==> src/rtl/vta_gmem_pkg.sv <==
// Shared AXI constants and the default DRAM window base for the gmem limiter.
package vta_gmem_pkg;

    localparam logic [1:0] AXI_RESP_OKAY   = 2'b00;
    localparam logic [1:0] AXI_RESP_EXOKAY = 2'b01;
    localparam logic [1:0] AXI_RESP_SLVERR = 2'b10;
    localparam logic [1:0] AXI_RESP_DECERR = 2'b11;

    localparam logic [1:0] AXI_BURST_FIXED = 2'b00;
    localparam logic [1:0] AXI_BURST_INCR  = 2'b01;
    localparam logic [1:0] AXI_BURST_WRAP  = 2'b10;

    localparam logic [63:0] VTA_GMEM_BASE_ADDR = 64'h20_0000_0000;

    localparam int unsigned OUT_CNT_W = 8;

endpackage

==> src/rtl/vta_gmem_out_counter.sv <==
// Outstanding-burst counter: +1 on request accept, -1 on completion, floors at 0.
// Also provides a full flag and a zero flag taken from the next-state value.
module vta_gmem_out_counter
    import vta_gmem_pkg::*;
#(
    parameter int unsigned MAX = 8
) (
    input  logic                 clk_i,
    input  logic                 rst_n_i,
    input  logic                 inc_i,
    input  logic                 dec_i,
    output logic [OUT_CNT_W-1:0] cnt_o,
    output logic                 full_o,
    output logic                 nxt_zero_o
);

    localparam logic [OUT_CNT_W-1:0] MAX_C = OUT_CNT_W'(MAX);

    logic [OUT_CNT_W-1:0] cnt_q;
    logic [OUT_CNT_W-1:0] cnt_d;

    // A completion with nothing outstanding is a stray from before reset: ignore it.
    always_comb begin
        cnt_d = cnt_q;
        if (inc_i && !dec_i && (cnt_q != MAX_C)) begin
            cnt_d = cnt_q + 1'b1;
        end else if (dec_i && !inc_i && (cnt_q != '0)) begin
            cnt_d = cnt_q - 1'b1;
        end
    end

    always_ff @(posedge clk_i or negedge rst_n_i) begin
        if (!rst_n_i) begin
            cnt_q <= '0;
        end else begin
            cnt_q <= cnt_d;
        end
    end

    assign cnt_o      = cnt_q;
    assign full_o     = (cnt_q == MAX_C);
    assign nxt_zero_o = (cnt_d == '0);

endmodule

==> src/rtl/vta_gmem_txn_limiter.sv <==
// gmem shim: rebases AR/AW into the DRAM window, caps outstanding bursts, drain/idle handshake.
// Optional sticky R/B error flags are built when VTA_GMEM_RESP_CHECK_EN is defined.
module vta_gmem_txn_limiter
    import vta_gmem_pkg::*;
#(
    parameter int unsigned       ADDR_W     = 64,
    parameter int unsigned       DATA_W     = 64,
    parameter int unsigned       ID_W       = 8,
    parameter logic [ADDR_W-1:0] BASE_ADDR  = VTA_GMEM_BASE_ADDR[ADDR_W-1:0],
    parameter int unsigned       MAX_RD_OUT = 8,
    parameter int unsigned       MAX_WR_OUT = 8
) (
    input  logic                 ap_clk,
    input  logic                 ap_rst_n,
`ifdef VTA_GMEM_RESP_CHECK_EN
    output logic [1:0]           err_sticky,
`endif
    input  logic                 drain_req,
    output logic                 idle,
    output logic [OUT_CNT_W-1:0] rd_out_cnt,
    output logic [OUT_CNT_W-1:0] wr_out_cnt,
    // AR
    input  logic                 s_arvalid,
    output logic                 s_arready,
    input  logic [ADDR_W-1:0]    s_araddr,
    input  logic [ID_W-1:0]      s_arid,
    input  logic [7:0]           s_arlen,
    input  logic [2:0]           s_arsize,
    input  logic [1:0]           s_arburst,
    output logic                 m_arvalid,
    input  logic                 m_arready,
    output logic [ADDR_W-1:0]    m_araddr,
    output logic [ID_W-1:0]      m_arid,
    output logic [7:0]           m_arlen,
    output logic [2:0]           m_arsize,
    output logic [1:0]           m_arburst,
    // R
    output logic                 s_rvalid,
    input  logic                 s_rready,
    output logic [DATA_W-1:0]    s_rdata,
    output logic                 s_rlast,
    output logic [ID_W-1:0]      s_rid,
    output logic [1:0]           s_rresp,
    input  logic                 m_rvalid,
    output logic                 m_rready,
    input  logic [DATA_W-1:0]    m_rdata,
    input  logic                 m_rlast,
    input  logic [ID_W-1:0]      m_rid,
    input  logic [1:0]           m_rresp,
    // AW
    input  logic                 s_awvalid,
    output logic                 s_awready,
    input  logic [ADDR_W-1:0]    s_awaddr,
    input  logic [ID_W-1:0]      s_awid,
    input  logic [7:0]           s_awlen,
    input  logic [2:0]           s_awsize,
    input  logic [1:0]           s_awburst,
    output logic                 m_awvalid,
    input  logic                 m_awready,
    output logic [ADDR_W-1:0]    m_awaddr,
    output logic [ID_W-1:0]      m_awid,
    output logic [7:0]           m_awlen,
    output logic [2:0]           m_awsize,
    output logic [1:0]           m_awburst,
    // W
    input  logic                 s_wvalid,
    output logic                 s_wready,
    input  logic [DATA_W-1:0]    s_wdata,
    input  logic [DATA_W/8-1:0]  s_wstrb,
    input  logic                 s_wlast,
    output logic                 m_wvalid,
    input  logic                 m_wready,
    output logic [DATA_W-1:0]    m_wdata,
    output logic [DATA_W/8-1:0]  m_wstrb,
    output logic                 m_wlast,
    // B
    output logic                 s_bvalid,
    input  logic                 s_bready,
    output logic [1:0]           s_bresp,
    output logic [ID_W-1:0]      s_bid,
    input  logic                 m_bvalid,
    output logic                 m_bready,
    input  logic [1:0]           m_bresp,
    input  logic [ID_W-1:0]      m_bid
);

    logic rd_full, wr_full;
    logic rd_nxt_zero, wr_nxt_zero;
    logic rd_block, wr_block;
    logic ar_hs, aw_hs, r_hs, r_last_hs, b_hs;
    logic idle_q;

    assign rd_block = drain_req | rd_full;
    assign wr_block = drain_req | wr_full;

    assign m_arvalid = s_arvalid & ~rd_block;
    assign s_arready = m_arready & ~rd_block;
    assign m_araddr  = s_araddr + BASE_ADDR;
    assign m_arid    = s_arid;
    assign m_arlen   = s_arlen;
    assign m_arsize  = s_arsize;
    assign m_arburst = s_arburst;

    assign m_awvalid = s_awvalid & ~wr_block;
    assign s_awready = m_awready & ~wr_block;
    assign m_awaddr  = s_awaddr + BASE_ADDR;
    assign m_awid    = s_awid;
    assign m_awlen   = s_awlen;
    assign m_awsize  = s_awsize;
    assign m_awburst = s_awburst;

    assign s_rvalid = m_rvalid;
    assign m_rready = s_rready;
    assign s_rdata  = m_rdata;
    assign s_rlast  = m_rlast;
    assign s_rid    = m_rid;
    assign s_rresp  = m_rresp;

    // W may legally lead its AW, so it is never held back by the write limit.
    assign m_wvalid = s_wvalid;
    assign s_wready = m_wready;
    assign m_wdata  = s_wdata;
    assign m_wstrb  = s_wstrb;
    assign m_wlast  = s_wlast;

    assign s_bvalid = m_bvalid;
    assign m_bready = s_bready;
    assign s_bresp  = m_bresp;
    assign s_bid    = m_bid;

    assign ar_hs     = s_arvalid & s_arready;
    assign aw_hs     = s_awvalid & s_awready;
    assign r_hs      = m_rvalid & s_rready;
    assign r_last_hs = r_hs & m_rlast;
    assign b_hs      = m_bvalid & s_bready;

    vta_gmem_out_counter #(.MAX(MAX_RD_OUT)) u_rd_cnt (
        .clk_i      (ap_clk),
        .rst_n_i    (ap_rst_n),
        .inc_i      (ar_hs),
        .dec_i      (r_last_hs),
        .cnt_o      (rd_out_cnt),
        .full_o     (rd_full),
        .nxt_zero_o (rd_nxt_zero)
    );

    vta_gmem_out_counter #(.MAX(MAX_WR_OUT)) u_wr_cnt (
        .clk_i      (ap_clk),
        .rst_n_i    (ap_rst_n),
        .inc_i      (aw_hs),
        .dec_i      (b_hs),
        .cnt_o      (wr_out_cnt),
        .full_o     (wr_full),
        .nxt_zero_o (wr_nxt_zero)
    );

    // idle tracks the counters with no extra lag by sampling their next-state values.
    always_ff @(posedge ap_clk or negedge ap_rst_n) begin
        if (!ap_rst_n) begin
            idle_q <= 1'b1;
        end else begin
            idle_q <= rd_nxt_zero & wr_nxt_zero;
        end
    end

    assign idle = idle_q;

`ifdef VTA_GMEM_RESP_CHECK_EN
    logic [1:0] err_q, err_d;

    // resp[1] set covers both SLVERR and DECERR.
    always_comb begin
        err_d = err_q;
        if (r_hs && m_rresp[1]) err_d[0] = 1'b1;
        if (b_hs && m_bresp[1]) err_d[1] = 1'b1;
    end

    always_ff @(posedge ap_clk or negedge ap_rst_n) begin
        if (!ap_rst_n) begin
            err_q <= 2'b00;
        end else begin
            err_q <= err_d;
        end
    end

    assign err_sticky = err_q;
`endif

endmodule
==> config.mk <==
export PLATFORM = sky130hd
export DESIGN_NAME = vta_gmem_txn_limiter
export DESIGN_NICKNAME = d
export VERILOG_FILES = /design/src/rtl/vta_gmem_pkg.sv /design/src/rtl/vta_gmem_out_counter.sv /design/src/rtl/vta_gmem_txn_limiter.sv
export SDC_FILE = /design/constraint.sdc
export NUM_CORES = 1
export LEC_CHECK = 0
export CAP_MARGIN = 20
export CORE_AREA = 2 2 268 270
export CTS_BUF_LIST = sky130_fd_sc_hd__clkbuf_8
export DETAILED_ROUTE_END_ITERATION = 10
export DIE_AREA = 0 0 270 272
export DONT_BUFFER_PORTS = 1
export PLACE_DENSITY = 0.3
export SETUP_SLACK_MARGIN = 0.15
export SLEW_MARGIN = 10
export SYNTH_ARGS = -nofsm -noshare
export SYNTH_HDL_FRONTEND = slang
export SYNTH_SLANG_ARGS = --single-unit
==> constraint.sdc <==
create_clock -name ap_clk -period 2.9 [get_ports ap_clk]
set_input_delay 0.29 -clock ap_clk [delete_from_list [all_inputs] [get_ports ap_clk]]
set_output_delay 0.29 -clock ap_clk [all_outputs]
set_load 0.01 [all_outputs]
==> impl_metrics.csv, run 1 <==
group,metric,value,unit
final_layout,regArea,429,um^2
timing,slew_violations,0,
power,pwr_density_cell,481,nW/um^2
floorplan,die_area,73400,um^2
synth,syn_area,4270,um^2
synth,ys_async_sr_fraction,1.00,
global_route,grt_pass1_vias,2615,
clock_tree,insertion_delay,0.25,ns
floorplan,start_util,0.0604,
drt,drt-total-wl,14.2,mm
synth,netlist_instances,550,
drt,postRouteAntennaNets,0,
clock_tree,htree_num_levels,1,
clock_tree,cts_tree,"built",
synth,yosysSeqAreaShare,0.0999,
synth,synth_top_area_share,0.492,
synth,synth_cell_types,50,
synth,synth_most_common_cell,"buf_4",
final_layout,finalNonFillerCells,1249,
timing,rsz0062_at_grt,"true",
critical_path,crit_type,"reg2reg",
placement,dp_hpwl,12.2,mm
clock_tree,path_clk_slew,0.07,ns
hold_path,min_from,"s_araddr[17]",
floorplan,coreArea,70800,um^2
drt,drt_iter0_markers,73,
timing,fin_skew,0.00344,ns
critical_path,r2r_end,"idle",
critical_path,cp-end-kind,"flop",
power,ir_drop,214,uV
outcome,outcome,"complete, no violations",
timing,max_slew.worst_pin.slew,0.848,ns
critical_path,worstPathArrival,3.02,ns
global_route,globalRouteOverflowTotal,0,
synth,syn-num-nets,899,
critical_path,r2r_slack,0.05,ns
placement,place.gp.congestion,0.737,
synth,synth.top_cells.by_area,"buf_4 49%, dfrtp_1 9.4%, xnor2_1 8.6%",
power,cellLeakagePower,1.03,nW
clock_tree,clock_sinks,17,
global_route,antenna_found_initial,0,
drt,vias_per_cell,2.09,
final_layout,area_growth,-13.8,%
final_layout,drive_above_1_share,0.177,
timing,fin_crit_sh,0.982,
synth,synth_ff_type,"dfrtp_1",
clock_tree,cts_root_buf,"clkbuf_8",
power,power.internal,923,uW
hold_path,min-delay-path-class,"in2out",
synth,postSynthAreaPerCell,7.76,um^2
timing,fmax,351,MHz
critical_path,r2r-start,"u_wr_cnt.cnt_o[0]",
global_route,grt_max_degree,18,
synth,synth_top_area_cell,"buf_4",
final_layout,multiInputGateArea,1720,um^2
global_route,grt_pass1_wl,18.6,mm
synth,yosysWarnings,0,
global_route,grt_usage,0.0342,
final_layout,antenna_cells,0,
drt,wire_per_inst,11.4,um
critical_path,crit_path_start_kind,"flop",
hold_path,hold_end,"m_araddr[17]",
final_layout,stdcell_area,3680,um^2
synth,yosys-top-cells-count,"280 x buf_4, 42 x xnor2_1, 24 x nand3_1",
synth,synth_seq_cells,17,
power,p_comb_frac,0.646,
power,clock_power_share,0.103,
floorplan,io_pins,696,
power,switching_power,848,uW
floorplan,die_y,272,um
timing,setup_violations,0,
clock_tree,numCtsBuffers,3,
job,max-cap-violations,0,
critical_path,r2r_cells,9,
placement,port_buffers,0,
drt,dr_total_vias,2613,
power,seqPwrFrac,0.250,
critical_path,cp_max_fo,5,
placement,placed_cells,1239,
timing,slew_headroom,0.433,
hold_path,worstHoldPathCells,0,
drt,drc,0,
critical_path,cp.required,3.07,ns
clock_tree,cts.path.max_buffers,2,
placement,place_area,3530,um^2
drt,drtPass1Iterations,4,
final_layout,nFillCells,8378,
timing,fin_crit,2.85,ns
timing,hold_violations,0,
floorplan,std_cell_rows,98,
floorplan,die_w,270,um
synth,synth_edf_count,0,
final_layout,fin_nets,649,
power,p_sw_frac,0.479,
[repair_timing]
action                                  in CTS  in global routing
gates resized for setup                      2                  7
endpoints found under the setup margin       1                  1
hold endpoints to repair                    17                  0
setup buffers                                2                  3
pin swaps                                    0                  5
hold buffers                                 1                  0
[placed cells by master, fill, tap and decap left out, types with 2 or more instances in the layout]
master     n
and4_1     6
o21ai_0    4
and3b_1    2
nand2b_1   2
a22oi_1    2
nand2_1   23
clkbuf_8   3
nor4_1     3
and3_1    14
xnor2_1   42
nand3_1   24
nor3_1     9
inv_1     12
nor2_1    15
a21oi_1    2
nor4_4     2
and2_1     4
buf_4     31
inv_2      2
xor2_1    19
or3_1      6
nand4_1   10
o31a_1     2
nor3b_1    5
dfrtp_2    2
dfrtp_1   14
o211ai_1   2
ha_1       7
[state kept, by name, summed over array words and instances (netlist names)]
| signal | cells |
|---|---|
| u_rd_cnt.cnt_o | 8 |
| u_wr_cnt.cnt_o | 8 |
| idle | 1 |
[worst max-delay path, stage by stage, from the launching register on]
cell and delay, ns:
dfrtp_2 0.41, inv_2 0.08, ha_4 0.14, or4b_4 0.46
o31a_1 0.26, or3_4 0.39, o22ai_4 0.19, xor2_2 0.10
or4_4 0.54, nor4_4 0.21
[routing by layer]
| layer | track usage | vias up | wire length, um |
|---|---|---|---|
| met5 | 0.00513 | - | 53 |
| met1 | 0.0357 | 1155 | 5090 |
| met3 | 0.0255 | 114 | 2340 |
| li1 | - | 1030 | - |
| met2 | 0.0449 | 312 | 5610 |
| met4 | 0.0278 | 2 | 1120 |
[metrics by stage]
stage / power, mW / setup slack, ns / hold WS (ns) / utilization / setup TNS (ns)
finish: 1.77 / 0.0517 / 0.580 / 0.0520 / 0
floorplan: 1.48 / 0.0661 / -0.00559 / - / 0
global placement: 1.51 / 0.0167 / -0.00509 / 0.0499 / 0
detailed placement: 1.49 / 0.0121 / -0.00509 / 0.0499 / 0
CTS: 1.70 / 0.0700 / 0.580 / 0.0511 / 0
global route: 1.91 / -0.0525 / 0.580 / 0.0520 / -0.0525
[power groups by stage]
stage,clock network (mW),registers [mW],logic [mW]
3_5_place_dp,0,0.443,1.05
3_3_place_gp,0,0.447,1.07
2_1_floorplan,0,0.515,0.960
4_1_cts,0.191,0.442,1.07
6_report,0.183,0.443,1.15
5_1_grt,0.205,0.462,1.24
[layout make-up]
| type | count | area share |
|---|---|---|
| flip-flops and latches | 17 | 0.117 |
| well taps | 950 | 0.323 |
| clock buffers | 3 | 0.0112 |
| multi-input cells | 232 | 0.468 |
| repair buffers | 32 | 0.0659 |
| inverters | 14 | 0.0143 |
| clock inverters | 1 | 0.00136 |
[worst max path at each step]
stage / slack (ns) / start / end
6_report: 0.05 / u_wr_cnt.cnt_o[0] / idle
5_1_grt: -0.05 / u_rd_cnt.cnt_o[1] / idle
4_1_cts: 0.07 / u_wr_cnt.cnt_o[0] / idle
3_5_place_dp: 0.01 / u_wr_cnt.cnt_o[0] / idle
3_3_place_gp: 0.02 / u_wr_cnt.cnt_o[0] / idle
2_1_floorplan: 0.07 / u_wr_cnt.cnt_o[0] / idle
[kinds of logic (layout without fill, tap and decap cells)]
family	after synthesis	in the layout	share of synthesized area
buf+inv	301	50	0.513
simple gates	135	135	0.187
xor+xnor	62	62	0.127
compound gates	25	25	0.0419
flops	17	17	0.0999
fa+ha+maj	8	8	0.0234
mux	2	2	0.00762
(Power assumes the default switching activity.)
==> run 2: changes to the inputs <==
--- a/config.mk
+++ b/config.mk
@@ -6,10 +6,9 @@
 export NUM_CORES = 1
 export LEC_CHECK = 0
 export CAP_MARGIN = 20
-export CORE_AREA = 2 2 268 270
-export CTS_BUF_LIST = sky130_fd_sc_hd__clkbuf_8
+export CORE_AREA = 2 2 271 273
 export DETAILED_ROUTE_END_ITERATION = 10
-export DIE_AREA = 0 0 270 272
+export DIE_AREA = 0 0 273 275
 export DONT_BUFFER_PORTS = 1
 export PLACE_DENSITY = 0.3
 export SETUP_SLACK_MARGIN = 0.15
==> run 2 against run 1 <==
Final cell count up 1.1%; core utilization is 0.052 points lower; highest routed layer unchanged; critical endpoint unchanged; sequential share of layout area is 0.14 points lower.
==> impl_metrics.csv, run 2 (synthesis gave the netlist of run 1 again) <==
group,metric,value,unit
outcome,outcome,"complete, no violations",
global_route,grt_pass1_vias,2796,
critical_path,worstPathArrival,2.94,ns
clock_tree,cts_tree,"built",
power,cellLeakagePower,1.07,nW
drt,dr_total_vias,2668,
critical_path,r2r-start,"u_wr_cnt.cnt_o[0]",
floorplan,die_w,273,um
job,max-cap-violations,0,
floorplan,io_pins,696,
drt,postRouteAntennaNets,0,
timing,setup_violations,0,
timing,slew_headroom,0.420,
placement,pre_cts_ws,-0.0405,ns
floorplan,coreArea,72300,um^2
placement,place_area,3610,um^2
placement,placed_cells,1257,
clock_tree,insertion_delay,0.25,ns
clock_tree,htree_num_levels,1,
final_layout,antenna_cells,0,
critical_path,slowest_delay,0.53,ns
final_layout,drive_above_1_share,0.181,
critical_path,cp_cell_sequence,"inv_2 > ha_1 > or4b_4 > o31a_1 > or3_4 > o22ai_2 > xor2_1 > or4_4 > nor4_2",
power,pwr_density_cell,495,nW/um^2
global_route,grt_max_degree,18,
placement,dp_hpwl,13.4,mm
critical_path,path_delay_family,"simple AND/OR/NAND/NOR gates",
final_layout,nFillCells,8603,
timing,fmax,360,MHz
drt,wire_per_inst,12.4,um
clock_tree,numCtsBuffers,3,
final_layout,finalNonFillerCells,1263,
drt,drt-total-wl,15.6,mm
critical_path,r2r_slack,0.12,ns
power,ir_drop,186,uV
hold_path,min_from,"s_araddr[19]",
floorplan,start_util,0.0590,
timing,finalSetupTns,0,ns
critical_path,cp-end-kind,"flop",
final_layout,final_common_cell,"xnor2_1",
clock_tree,cts.path.max_buffers,2,
critical_path,cp_max_fo,5,
placement,place.gp.congestion,0.694,
hold_path,hold_end,"m_araddr[19]",
critical_path,critPathBufInv,1,
floorplan,die_area,75100,um^2
timing,max_slew.worst_pin.slew,0.867,ns
critical_path,cp.required,3.06,ns
final_layout,area_growth,-12.7,%
drt,drt_iter0_markers,114,
global_route,antenna_found_initial,2,
drt,vias_per_cell,2.11,
global_route,grt_usage,0.0370,
critical_path,crit_path_start_kind,"flop",
drt,drc,0,
critical_path,crit_cells,9,
clock_tree,clock_sinks,17,
clock_tree,path_clk_slew,0.05,ns
critical_path,r2r_end,"idle",
hold_path,worstHoldPathCells,0,
critical_path,crit_type,"reg2reg",
critical_path,worst_path_max_delay_cell,"or4_4",
global_route,grt_pass1_wl,20.3,mm
timing,hold_violations,0,
floorplan,std_cell_rows,99,
global_route,globalRouteOverflowTotal,0,
timing,fin_skew,0.000953,ns
placement,port_buffers,0,
critical_path,r2r_cells,9,
hold_path,min-delay-path-class,"in2out",
timing,fin_crit_sh,0.957,
final_layout,final_cell_mix,"42 x xnor2_1, 36 x buf_4, 24 x nand3_1",
power,p_total,1.85,mW
timing,fin_crit,2.78,ns
floorplan,die_y,275,um
timing,slew_violations,0,
drt,drtPass1Iterations,6,
clock_tree,cts_root_buf,"clkbuf_16",
timing,rsz0062_at_grt,"true",
timing,setup_ws,0.125,ns
final_layout,fin_nets,654,
final_layout,stdcell_area,3730,um^2
==> run 2: changes by cell type in the layout (fill, tap and decap cells not counted), sizes merged <==
cell    previous run  this run
buf               31        36
clkbuf             3         4
clkinv             1         0
==> run 2: through the flow <==
stage               utilization  hold WS [ns]
floorplan                     -      -0.00559
global placement         0.0499      -0.00517
detailed placement       0.0499      -0.00515
CTS                      0.0515         0.580
global route             0.0515         0.580
finish                   0.0515         0.580
==> run 2: layer usage <==
metal	vias up	wire length, um	track usage
met5	-	13	0.00125
met4	2	1480	0.0348
met3	134	3100	0.0316
met2	326	6000	0.0485
met1	1169	5040	0.0349
li1	1037	-	-
==> run 2: final cells by class <==
cell class	instances	area (um^2)	area share
Multi-Input combinational cell	232	1690	0.452
Timing Repair Buffer	37	280	0.0752
Clock buffer	4	78.8	0.0212
Tap cell	959	1200	0.322
Inverter	14	52.6	0.0141
Sequential cell	17	429	0.115
==> run 2: worst max-delay path by stage <==
stage	from	end	slack, ns
final	u_wr_cnt.cnt_o[0]	idle	0.12
after global routing	u_wr_cnt.cnt_o[0]	idle	0.03
after CTS	u_wr_cnt.cnt_o[0]	idle	0.11
after detailed placement	u_wr_cnt.cnt_o[0]	idle	-0.04
after global placement	u_wr_cnt.cnt_o[0]	idle	0.02
after floorplan	u_wr_cnt.cnt_o[0]	idle	0.07
==> run 2: power by group <==
| part | internal [mW] | leakage [nW] | total, mW | switching, mW |
|---|---|---|---|---|
| Combinational | 0.471 | 0.832 | 1.14 | 0.670 |
| Clock | 0.187 | 0.0382 | 0.281 | 0.0938 |
| Sequential | 0.345 | 0.201 | 0.423 | 0.0782 |
==> run 2: timing repair <==
item                                    4_1_cts  5_1_grt
gates cloned                                  0        0
pin swaps                                     1        0
hold buffers                                  1        0
endpoints found under the hold margin        17        0
setup buffers                                 1        0
endpoints found under the setup margin        1        1
resized for setup                             3        1
==> run 3: changes to the inputs <==
--- a/config.mk
+++ b/config.mk
@@ -10,6 +10,7 @@
 export DETAILED_ROUTE_END_ITERATION = 10
 export DIE_AREA = 0 0 273 275
 export DONT_BUFFER_PORTS = 1
+export MAX_ROUTING_LAYER = met4
 export PLACE_DENSITY = 0.3
 export SETUP_SLACK_MARGIN = 0.15
 export SLEW_MARGIN = 10
==> run 3 against run 2 <==
Maximum frequency barely moved; cell area rose by 0.13%; via count rose by 0.75%; final cell count rose by 0.16%; core utilization barely moved; highest routed layer is now met4; setup slack barely moved; global-route usage rose by 0.099 points; largest cell class unchanged; clock skew barely moved; count of clock-buffer cells in the layout did not move.
==> impl_metrics.csv, run 3 (synthesis gave the netlist of run 1 again) <==
group,metric,value,unit
global_route,grt_pass1_wl,20.1,mm
floorplan,die_w,273,um
final_layout,final_common_cell,"xnor2_1",
timing,fin_crit,2.78,ns
critical_path,r2r_end,"idle",
hold_path,hold_end,"m_araddr[35]",
drt,postRouteAntennaNets,0,
clock_tree,cts.path.max_buffers,2,
drt,drc,0,
floorplan,start_util,0.0590,
timing,timing.hold.ws,0.580,ns
final_layout,final_cell_mix,"42 x xnor2_1, 36 x buf_4, 24 x nand3_1",
timing,max_slew.worst_pin.slew,0.864,ns
drt,dr_total_vias,2688,
floorplan,die_y,275,um
drt,vias_per_cell,2.12,
critical_path,cp-end-kind,"flop",
placement,place_area,3610,um^2
clock_tree,path_clk_slew,0.05,ns
floorplan,std_cell_rows,99,
timing,setup_violations,0,
clock_tree,clock_sinks,17,
hold_path,min_from,"s_araddr[35]",
drt,wire_per_inst,12.3,um
timing,hold_violations,0,
hold_path,worstHoldPathCells,0,
critical_path,r2r_slack,0.12,ns
placement,dp_hpwl,13.4,mm
critical_path,cp.required,3.06,ns
power,pwr_density_cell,495,nW/um^2
critical_path,crit_type,"reg2reg",
drt,drt-total-wl,15.6,mm
clock_tree,cts_tree,"built",
critical_path,cp_max_fo,5,
hold_path,min-delay-path-class,"in2out",
critical_path,worstPathArrival,2.94,ns
outcome,outcome,"complete, no violations",
floorplan,io_pins,696,
clock_tree,numCtsBuffers,3,
power,ir_drop,186,uV
power,p_total,1.85,mW
clock_tree,insertion_delay,0.25,ns
power,cellLeakagePower,1.07,nW
timing,fmax,360,MHz
job,max-cap-violations,0,
timing,finalSetupTns,0,ns
placement,port_buffers,0,
global_route,antenna_found_initial,2,
timing,fin_skew,0.000921,ns
timing,slew_headroom,0.422,
global_route,globalRouteOverflowTotal,0,
final_layout,fin_nets,654,
clock_tree,htree_num_levels,1,
global_route,grt_usage,0.0379,
drt,drt_iter0_markers,96,
drt,drtPass1Iterations,5,
critical_path,r2r_cells,9,
global_route,grt_pass1_vias,2793,
critical_path,r2r-start,"u_wr_cnt.cnt_o[0]",
floorplan,die_area,75100,um^2
timing,fin_crit_sh,0.957,
timing,slew_violations,0,
clock_tree,cts_root_buf,"clkbuf_16",
critical_path,crit_path_start_kind,"flop",
global_route,grt_max_degree,18,
placement,place.gp.congestion,0.702,
timing,rsz0062_at_grt,"true",
final_layout,stdcell_area,3730,um^2
floorplan,coreArea,72300,um^2
final_layout,drive_above_1_share,0.181,
final_layout,area_growth,-12.6,%
-- run 3: cell types whose count changed in the layout (fill, tap and decap cells not counted), sizes merged --
cell and delta:
diode +2
-- run 3: area by class of cell --
class	count	area, um^2
antenna	2	5.00
clock buffer	4	78.8
fill	8603	68600
inverter	14	52.6
multi-input combinational	232	1690
sequential	17	429
tap	959	1200
timing repair buffer	37	280
-- run 3: through the flow --
stage / setup slack [ns] / instances / util
finish: 0.124 / 1265 / 0.0516
global route: 0.0306 / 1265 / 0.0516
CTS: 0.106 / 1263 / 0.0515
detailed placement: -0.0405 / 1257 / 0.0499
global placement: 0.0173 / 1257 / 0.0499
floorplan: 0.0661 / 550 / -
-- run 3: critical path, cell delays in order, from the launching register on --
cell     delay [ns]
dfrtp_2        0.40
inv_2          0.06
ha_1           0.17
or4b_4         0.47
o31a_1         0.25
or3_4          0.38
o22ai_2        0.18
xor2_1         0.11
or4_4          0.53
nor4_2         0.14
-- run 3: what timing repair did --
action                                 in CTS  in global routing
resized for setup                           3                  1
cloned                                      0                  0
pin swaps                                   1                  0
endpoints found under the hold margin      17                  0
setup endpoints to repair                   1                  1
hold buffers                                1                  0
buffers inserted                            1                  0
-- run 3: worst max path at each step --
stage | startpoint | endpoint | slack [ns] | cells after the start
CTS | u_wr_cnt.cnt_o[0] | idle | 0.11 | 9
floorplan | u_wr_cnt.cnt_o[0] | idle | 0.07 | 10
global placement | u_wr_cnt.cnt_o[0] | idle | 0.02 | 9
global route | u_wr_cnt.cnt_o[0] | idle | 0.03 | 10
detailed placement | u_wr_cnt.cnt_o[0] | idle | -0.04 | 9
finish | u_wr_cnt.cnt_o[0] | idle | 0.12 | 9
-- run 3: routing by layer --
| layer | share of wire | wire, um | global-route usage | vias up |
|---|---|---|---|---|
| met4 | 0.094 | 1470 | 0.0344 | 0 |
| met2 | 0.38 | 5930 | 0.0483 | 327 |
| met3 | 0.20 | 3140 | 0.0304 | 154 |
| li1 | - | - | - | 1040 |
| met1 | 0.32 | 5070 | 0.0357 | 1167 |
| met5 | 0 | 0 | - | - |
-- run 3: where the power goes --
group          total, mW  internal [mW]  switching, mW
registers          0.423          0.345         0.0778
logic               1.14          0.471          0.670
clock network      0.281          0.187         0.0941
total               1.85           1.00          0.842
